## src/rtl/and_gate.sv

```systemverilog
// and_gate: combinational a&b plus one registered result stage with zero/ones/popcount flags (AND_GATE_FLAGS_EN).
// Latency: out 0 cycles, out_q 1 cycle after accept. Backpressure: in_ready = !out_valid || out_ready.
module and_gate #(
  parameter  int WIDTH = 32,
  localparam int PW    = $clog2(WIDTH + 1)
) (
  output logic [WIDTH-1:0] out,
  input  logic [WIDTH-1:0] a,
  input  logic [WIDTH-1:0] b,
  input  logic             clk,
  input  logic             rst_n,
  input  logic             in_valid,
  output logic             in_ready,
  output logic             out_valid,
  input  logic             out_ready,
  output logic [WIDTH-1:0] out_q,
  output logic             res_zero,
  output logic             res_ones,
  output logic [PW-1:0]    res_pop
);

  logic [WIDTH-1:0] and_ab;
  logic             capture;
  logic             valid_q, valid_d;
  logic [WIDTH-1:0] data_q, data_d;

  assign and_ab   = a & b;
  assign out      = and_ab;
  assign in_ready = !valid_q || out_ready;
  assign capture  = in_valid && in_ready;

  // A capture wins over a drain on the same edge, keeping 1 result per cycle.
  always_comb begin
    valid_d = valid_q;
    data_d  = data_q;
    if (capture) begin
      valid_d = 1'b1;
      data_d  = and_ab;
    end else if (out_ready) begin
      valid_d = 1'b0;
    end
  end

  always_ff @(posedge clk or negedge rst_n) begin
    if (!rst_n) begin
      valid_q <= 1'b0;
      data_q  <= '0;
    end else begin
      valid_q <= valid_d;
      data_q  <= data_d;
    end
  end

  assign out_valid = valid_q;
  assign out_q     = data_q;

`ifdef AND_GATE_FLAGS_EN
  function automatic logic [PW-1:0] popcnt(input logic [WIDTH-1:0] v);
    logic [PW-1:0] s;
    s = '0;
    for (int i = 0; i < WIDTH; i++) begin
      s = s + PW'(v[i]);
    end
    return s;
  endfunction

  logic          zero_q, zero_d;
  logic          ones_q, ones_d;
  logic [PW-1:0] pop_q, pop_d;

  // Flags are derived from the value being registered so they track out_q exactly.
  always_comb begin
    zero_d = zero_q;
    ones_d = ones_q;
    pop_d  = pop_q;
    if (capture) begin
      zero_d = ~|and_ab;
      ones_d = &and_ab;
      pop_d  = popcnt(and_ab);
    end
  end

  always_ff @(posedge clk or negedge rst_n) begin
    if (!rst_n) begin
      zero_q <= 1'b1;
      ones_q <= 1'b0;
      pop_q  <= '0;
    end else begin
      zero_q <= zero_d;
      ones_q <= ones_d;
      pop_q  <= pop_d;
    end
  end

  assign res_zero = zero_q;
  assign res_ones = ones_q;
  assign res_pop  = pop_q;
`else
  assign res_zero = 1'b0;
  assign res_ones = 1'b0;
  assign res_pop  = '0;
`endif

endmodule

```

## config.mk

```make
export PLATFORM = sky130hd
export DESIGN_NAME = and_gate
export DESIGN_NICKNAME = d
export VERILOG_FILES = /design/src/rtl/and_gate.sv
export SDC_FILE = /design/constraint.sdc
export NUM_CORES = 1
export LEC_CHECK = 0
export ABC_AREA = 1
export CORE_MARGIN = 1.5
export CORE_UTILIZATION = 35
export CTS_CLUSTER_SIZE = 14
export DETAILED_ROUTE_END_ITERATION = 8
export DONT_BUFFER_PORTS = 1
export HOLD_SLACK_MARGIN = 0.15
export SLEW_MARGIN = 20
export SYNTH_ARGS = -nofsm -noshare
export SYNTH_HDL_FRONTEND = slang
export SYNTH_SLANG_ARGS = --single-unit
```

## constraint.sdc

```tcl
create_clock -name clk -period 1.57 [get_ports clk]
set_clock_uncertainty 0.05 [all_clocks]
set_input_delay 0.471 -clock clk [delete_from_list [all_inputs] [get_ports clk]]
set_output_delay 0.471 -clock clk [all_outputs]
set_load 0.01 [all_outputs]
```

======== After elaboration in Yosys (flattened, before gate mapping) ========
Index checks and enable logic that the tools add are counted.
operators by class
  multiplexer cells ....................... 2
  bitwise gates (word level) .............. 1
  reductions and logical operators ........ 4
operator list
  operator           count
  $and 32x32->32     1
  $mux 1             2
  $reduce_bool 2->1  1
  $logic_and 1x1->1  1
  $logic_not 1->1    1
  $logic_or 1x1->1   1
word-level totals
  flip-flop bits (word level) ............. 33
  input bits .............................. 68
  logic and storage cells ................. 9

======== Longest topological paths before layout ========
Gate-level depths: netlist of the first run.
  depth in word-level cells ............... 4
  depth in mapped cells ................... 6
  gate-level depth less buffers ........... 5

======== Worst setup path after synthesis of the first run ========
No wires, ideal clock.
  path kind ............................... in2out
  start ................................... input out_ready
  end ..................................... output in_ready
  arrival time ............................ 0.786 ns
  path slack .............................. 0.263 ns
  stages .................................. 3
  path buffers ............................ 1
  path through ............................ inv_1 > nand2_4 > buf_6
between the ends
  cells in the longest elaborated chain, start to end .. 1
ends and longest elaborated chain
  element           RTL line  RTL
  start, declared   15        input logic out_ready,
  $logic_or 1x1->1  29        assign in_ready = !valid_q || out_ready;
  end, declared     13        output logic in_ready,
No other way between the ends.

======== Final worst setup path of the first run ========
  start ................................... register valid_q (netlist: out_valid)
  end ..................................... output in_ready
between the ends
  cells in the longest elaborated chain, start to end .. 2
ends and longest elaborated chain
  element                 RTL line  RTL
  start, declared         24        logic valid_q, valid_d;
  start signal, assigned  49        valid_q <= valid_d;
  $logic_not 1->1         29
  $logic_or 1x1->1        29
No other way between the ends.

==> impl_metrics.ini, run 1 <==
[global_routing]
grtUsageTotal_pct = 14.18
grt_start_max_net_pins = 34
antenna_found_initial = 0
grt_pass1_vias = 1259
grt-ovfl-total = 0
grt_pass1_wl_mm = 5.685

[floorplan]
die_area_um2 = 5263
die_w_um = 72.55
chipHeight_um = 72.55
ios = 142
rows = 25
core_area_um2 = 4692
initial_utilization_pct = 36.08

[clocking]
cts_buffers = 5
cts_tree = yes
cts.path.max_buffers = 2
htreeDepth = 2
post_cts_buffers = 0
cts.reportedPaths.clkPinSlew_ps = 60
root_buffer = clkbuf_8
hold_buffers = 2
post_cts_resized = 0
clock_sinks = 33
worstSkewPairLatency_ps = 270

[critical_path]
cp.arrival_ps = 950
ff2ff_path_depth = 4
crit_path_end_kind = output pin
r2r-start = out_valid
r2r_setup_slack_ps = 350
crit_buf_inv = 0
critPathSlowestCell = dfrtp_1
critPathKind = reg -> out
path_cells = nand2_4
cpPeakStageDelay_ps = 440
crit_fanout = 14
required_ps = 1050
start_kind = flop
r2r_end = out_q[11]
cp_top_family = flip-flops

[power]
p_leak_nw = 1.135
vdd_ir_drop_max_uv = 450.1
power.density_nw_per_um2 = 1104

[worst_hold_path]
min_to = out_q[20]
hold_path_depth = 2
min_path_type = in -> reg
min-delay-start = in_valid

[drt]
drt-pass1-iter-count = 4
drc = 0
vias_per_cell = 4.758
wire_per_inst_um = 13.12
drt-initial-drc-count = 33
wl_mm = 3.529
dr_total_vias = 1280
ant_nets = 0

[finish]
final_cell_mix = nand2_1, inv_1, dfrtp_1
final_layout_size_suffix_gt1_share_pct = 9.302
final_common_cell = nand2_1
diodes = 0
fin_nets = 283
syn_to_final_growth_pct = 4.213

[synthesis]
ys_seq_elements = 33
yosysSeqAreaShare_pct = 48.78
yosys_warnings = 0
syn_inst = 216
synth_cell_types = 11
synth.avg_cell_area_um2 = 7.837
syn_area_um2 = 1693

[timing]
max_freq_mhz = 677.9
period_minus_slack_ps = 1475
fin_crit_sh_pct = 93.96
slew_violations = 0
setup_violations = 0
fin_hold_ws_ps = 286.1
finalHoldViolCount = 0
rsz0062_at_grt = false
setup_tns_ps = 0

[placed_design]
gp_congestion = 0.7383
hpwlAfterDp_mm = 2.421
buffer_ports.inserted = 0

[job]
drv_cap = 0

[status]
status = complete, no violations
==> synth_stat cells <==
cell      n  share of area [%]
dfrtp_1  33                 49
nand2_1  87                 19
conb_1    1               0.22
nand3_1  32                9.5
buf_4    14                6.2
nand2_4   1               0.67
nand2_2  10                3.7
buf_12    1                1.2
nand2_8   1                1.2
buf_6     3                2.0
inv_1    33                7.3
==> where the power goes <==
part / leakage, nW / switching (W) / internal [W]
Combinational: 0.662 / 0.000176 / 0.0000816
Sequential: 0.429 / 0.000120 / 0.000945
Clock: 0.0443 / 0.000279 / 0.000347
Total: 1.14 / 0.000574 / 0.00137
==> worst max-delay path by stage <==
| stage | startpoint | endpoint | slack (ps) | depth (start not counted) |
|---|---|---|---|---|
| 2_1_floorplan | out_ready | in_ready | 260 | 3 |
| 6_report | out_valid | in_ready | 90 | 1 |
| 3_3_place_gp | out_ready | out_q[7] | 310 | 5 |
| 3_5_place_dp | out_ready | out_q[8] | 270 | 5 |
| 5_1_grt | out_valid | in_ready | 40 | 1 |
| 4_1_cts | out_valid | in_ready | 70 | 1 |
==> worst register-to-register path: stages (launching register included) <==
cell	delay, ps
dfrtp_1	440
nand2_4	240
nand2_8	220
nand2_1	120
nand2_1	50
==> metrics by stage <==
step           total power (W)  instance area, µm²  util, %  worst slack [ps]  cells
2_1_floorplan         0.001314                1719        -             263.0    223
3_3_place_gp          0.001312                1648    35.12             308.9    260
3_5_place_dp          0.001320                1648    35.12             273.4    260
4_1_cts               0.001997                1764    37.60             66.00    269
5_1_grt               0.002088                1764    37.60             39.28    269
6_report              0.001948                1764    37.60             94.84    269
==> cell type report <==
| class | count | area, µm² |
|---|---|---|
| sequential | 33 | 825.8 |
| inverter | 33 | 123.9 |
| clock buffer | 7 | 86.33 |
| fill | 484 | 2928 |
| timing repair buffer | 3 | 50.05 |
| multi-input combinational | 139 | 610.6 |
| tap | 54 | 67.56 |
==> state kept, by name (all words and copies together) (netlist names) <==
| signal | count |
|---|---|
| out_q | 32 |
| out_valid | 1 |
==> per-layer routing <==
layer	GRT usage, %	wire (µm)	vias up
met5	0	0	-
met4	5.031	14	0
met3	6.389	401	2
met2	24.87	1762	93
met1	14.95	1350	564
li1	-	-	621
==> cells by family after synthesis <==
logic type,after synthesis,synth area share (%)
AND/OR/NAND/NOR,131,34.29
buffers and inverters,51,16.70
flip-flops,33,48.78
other,1,0.2215
No activity file was read; power rests on OpenSTA's default activity.
==> run 2: changes to the inputs <==
- SETUP_SLACK_MARGIN: default -> 0.5
==> run 2 against run 1 <==
Power rose by 8.3%. The flow now finishes with violations (negative hold slack). Sequential cell count did not move. Clock power rose by 9.9%. Final cell count shrank 0.37%. Core utilization grew 14 points. Sequential share of layout area down 13 points. Critical endpoint unchanged. Non-clock buffer count fell by 2. Worst hold slack lost 460 ps.
==> impl_metrics.ini, run 2 (synthesized netlist as in run 1, its figures left out) <==
[status]
status = complete, but fails checks
failed_checks = negative hold slack

[clocking]
root_buffer = clkbuf_8
cts.reportedPaths.clkPinSlew_ps = 70
htreeDepth = 2
cts_buffers = 5
clock_sinks = 33
cts_tree = yes
cts.path.max_buffers = 2
worstSkewPairLatency_ps = 270

[drt]
wire_per_inst_um = 14.58
drt-pass1-iter-count = 4
ant_nets = 0
dr_total_vias = 1327
drc = 0
drt-initial-drc-count = 56
vias_per_cell = 4.951
wl_mm = 3.907

[timing]
fin_hold_ws_ps = -169.5
setup_tns_ps = 0
slew_violations = 0
period_minus_slack_ps = 1439
setup_violations = 0
finalHoldViolCount = 33
fin_crit_sh_pct = 91.65
max_freq_mhz = 695.0
rsz0062_at_grt = true

[critical_path]
crit_buf_inv = 0
critPathSlowestCell = dfrtp_2
path_cells = nand2_8
cp_top_family = flip-flops
start_kind = flop
crit_fanout = 19
cp.arrival_ps = 920
required_ps = 1050
crit_path_end_kind = output pin
cpPeakStageDelay_ps = 470
critPathKind = reg -> out

[power]
pwr-share-clk_pct = 32.6
sequentialPowerShare_pct = 50.7
p_sw_share_pct = 28.97
p_leak_nw = 1.128
pwr-share-comb_pct = 16.7
vdd_ir_drop_max_uv = 364.6
switchingPower_w = 0.0006115
power.density_nw_per_um2 = 868.8
p_int_w = 0.001500
total_power_w = 0.002111

[floorplan]
die_w_um = 72.55
die_area_um2 = 5263
chipHeight_um = 72.55
initial_utilization_pct = 36.08
ios = 142
core_area_um2 = 4692
rows = 25

[global_routing]
grt_start_max_net_pins = 34
grtUsageTotal_pct = 14.77
grt_pass1_wl_mm = 6.023
antenna_found_initial = 0
grt-ovfl-total = 0
grt_pass1_vias = 1243

[finish]
fin_util_pct = 51.79
diodes = 0
syn_to_final_growth_pct = 43.53
largest_reg_flops = 32
final_layout_size_suffix_gt1_share_pct = 41.12
final_common_cell = nand2_1
final_cell_mix = nand2_1, nand2_8, nand3_1
fin_nets = 281
final_cells = 268

[placed_design]
dp_cells = 260
hpwlAfterDp_mm = 2.912
buffer_ports.inserted = 0
gp_congestion = 0.6678

[job]
drv_cap = 0

[worst_hold_path]
min_path_type = in -> async
==> run 2: cell types whose count changed in the layout (fill, tap and decap cells not counted), moves of 6 or more <==
cell     delta
inv_4       +6
nand2_1    -32
inv_6      +26
nand2_8    +33
inv_1      -33
==> run 2: worst paths after layout <==
path | startpoint | end | slack [ps] | depth (start not counted)
min in group clk | in_valid | out_q[16] | 280 | 2
max | out_valid | in_ready | 130 | 1
max reg2reg | out_valid | out_q[12] | 380 | 4
min | rst_n | out_q[0] | -170 | 0
max in group asynchronous | rst_n | out_valid | 1540 | 0
min reg2reg | out_q[12] | out_q[12] | 490 | 2
==> run 2: layer usage <==
metal / routed length [µm] / share of wire, % / vias up / global-route usage [%]
met5: 0 / 0 / - / 0
met4: 52 / 1.3 / 0 / 5.031
met3: 430 / 11 / 6 / 5.556
met2: 2053 / 53 / 86 / 25.08
met1: 1371 / 35 / 612 / 17.08
li1: - / - / 623 / -
==> run 2: through the flow <==
step	area, µm²	setup slack [ps]	hold slack (ps)
after global routing	2430	92.33	-189.8
after global placement	2262	395.9	126.2
after floorplan	2346	340.9	125.4
after CTS	2386	113.6	-181.0
after detailed placement	2262	369.6	126.2
final	2430	131.1	-169.5
==> run 2: worst register-to-register path, cell delays in order (launching register included) <==
cell and delay [ps]:
dfrtp_2 470, nand2_8 170, buf_4 260, nand3_1 110, nand2_1 70
==> run 2: repair_timing <==
item,4_1_cts,5_1_grt
cloned,0,0
pin swaps,14,8
endpoints found under the hold margin,33,33
buffers inserted,0,0
gates resized for setup,9,18
endpoints found under the setup margin,99,99
==> run 2: cell type report <==
type / instances / area, µm²
well taps: 54 / 67.56
clock buffers: 7 / 96.34
flip-flops and latches: 33 / 828.3
repair buffers: 1 / 7.507
inverters: 33 / 285.3
clock inverters: 1 / 5.005
multi-input cells: 139 / 1140
fillers: 432 / 2262
==> run 2: power groups by stage <==
stage / logic [W] / registers (W) / clock network, W
after floorplan: 0.000359 / 0.00106 / 0
after global placement: 0.000334 / 0.00109 / 0
after detailed placement: 0.000342 / 0.00109 / 0
after CTS: 0.000348 / 0.00107 / 0.000718
after global routing: 0.000393 / 0.00108 / 0.000758
final: 0.000353 / 0.00107 / 0.000688
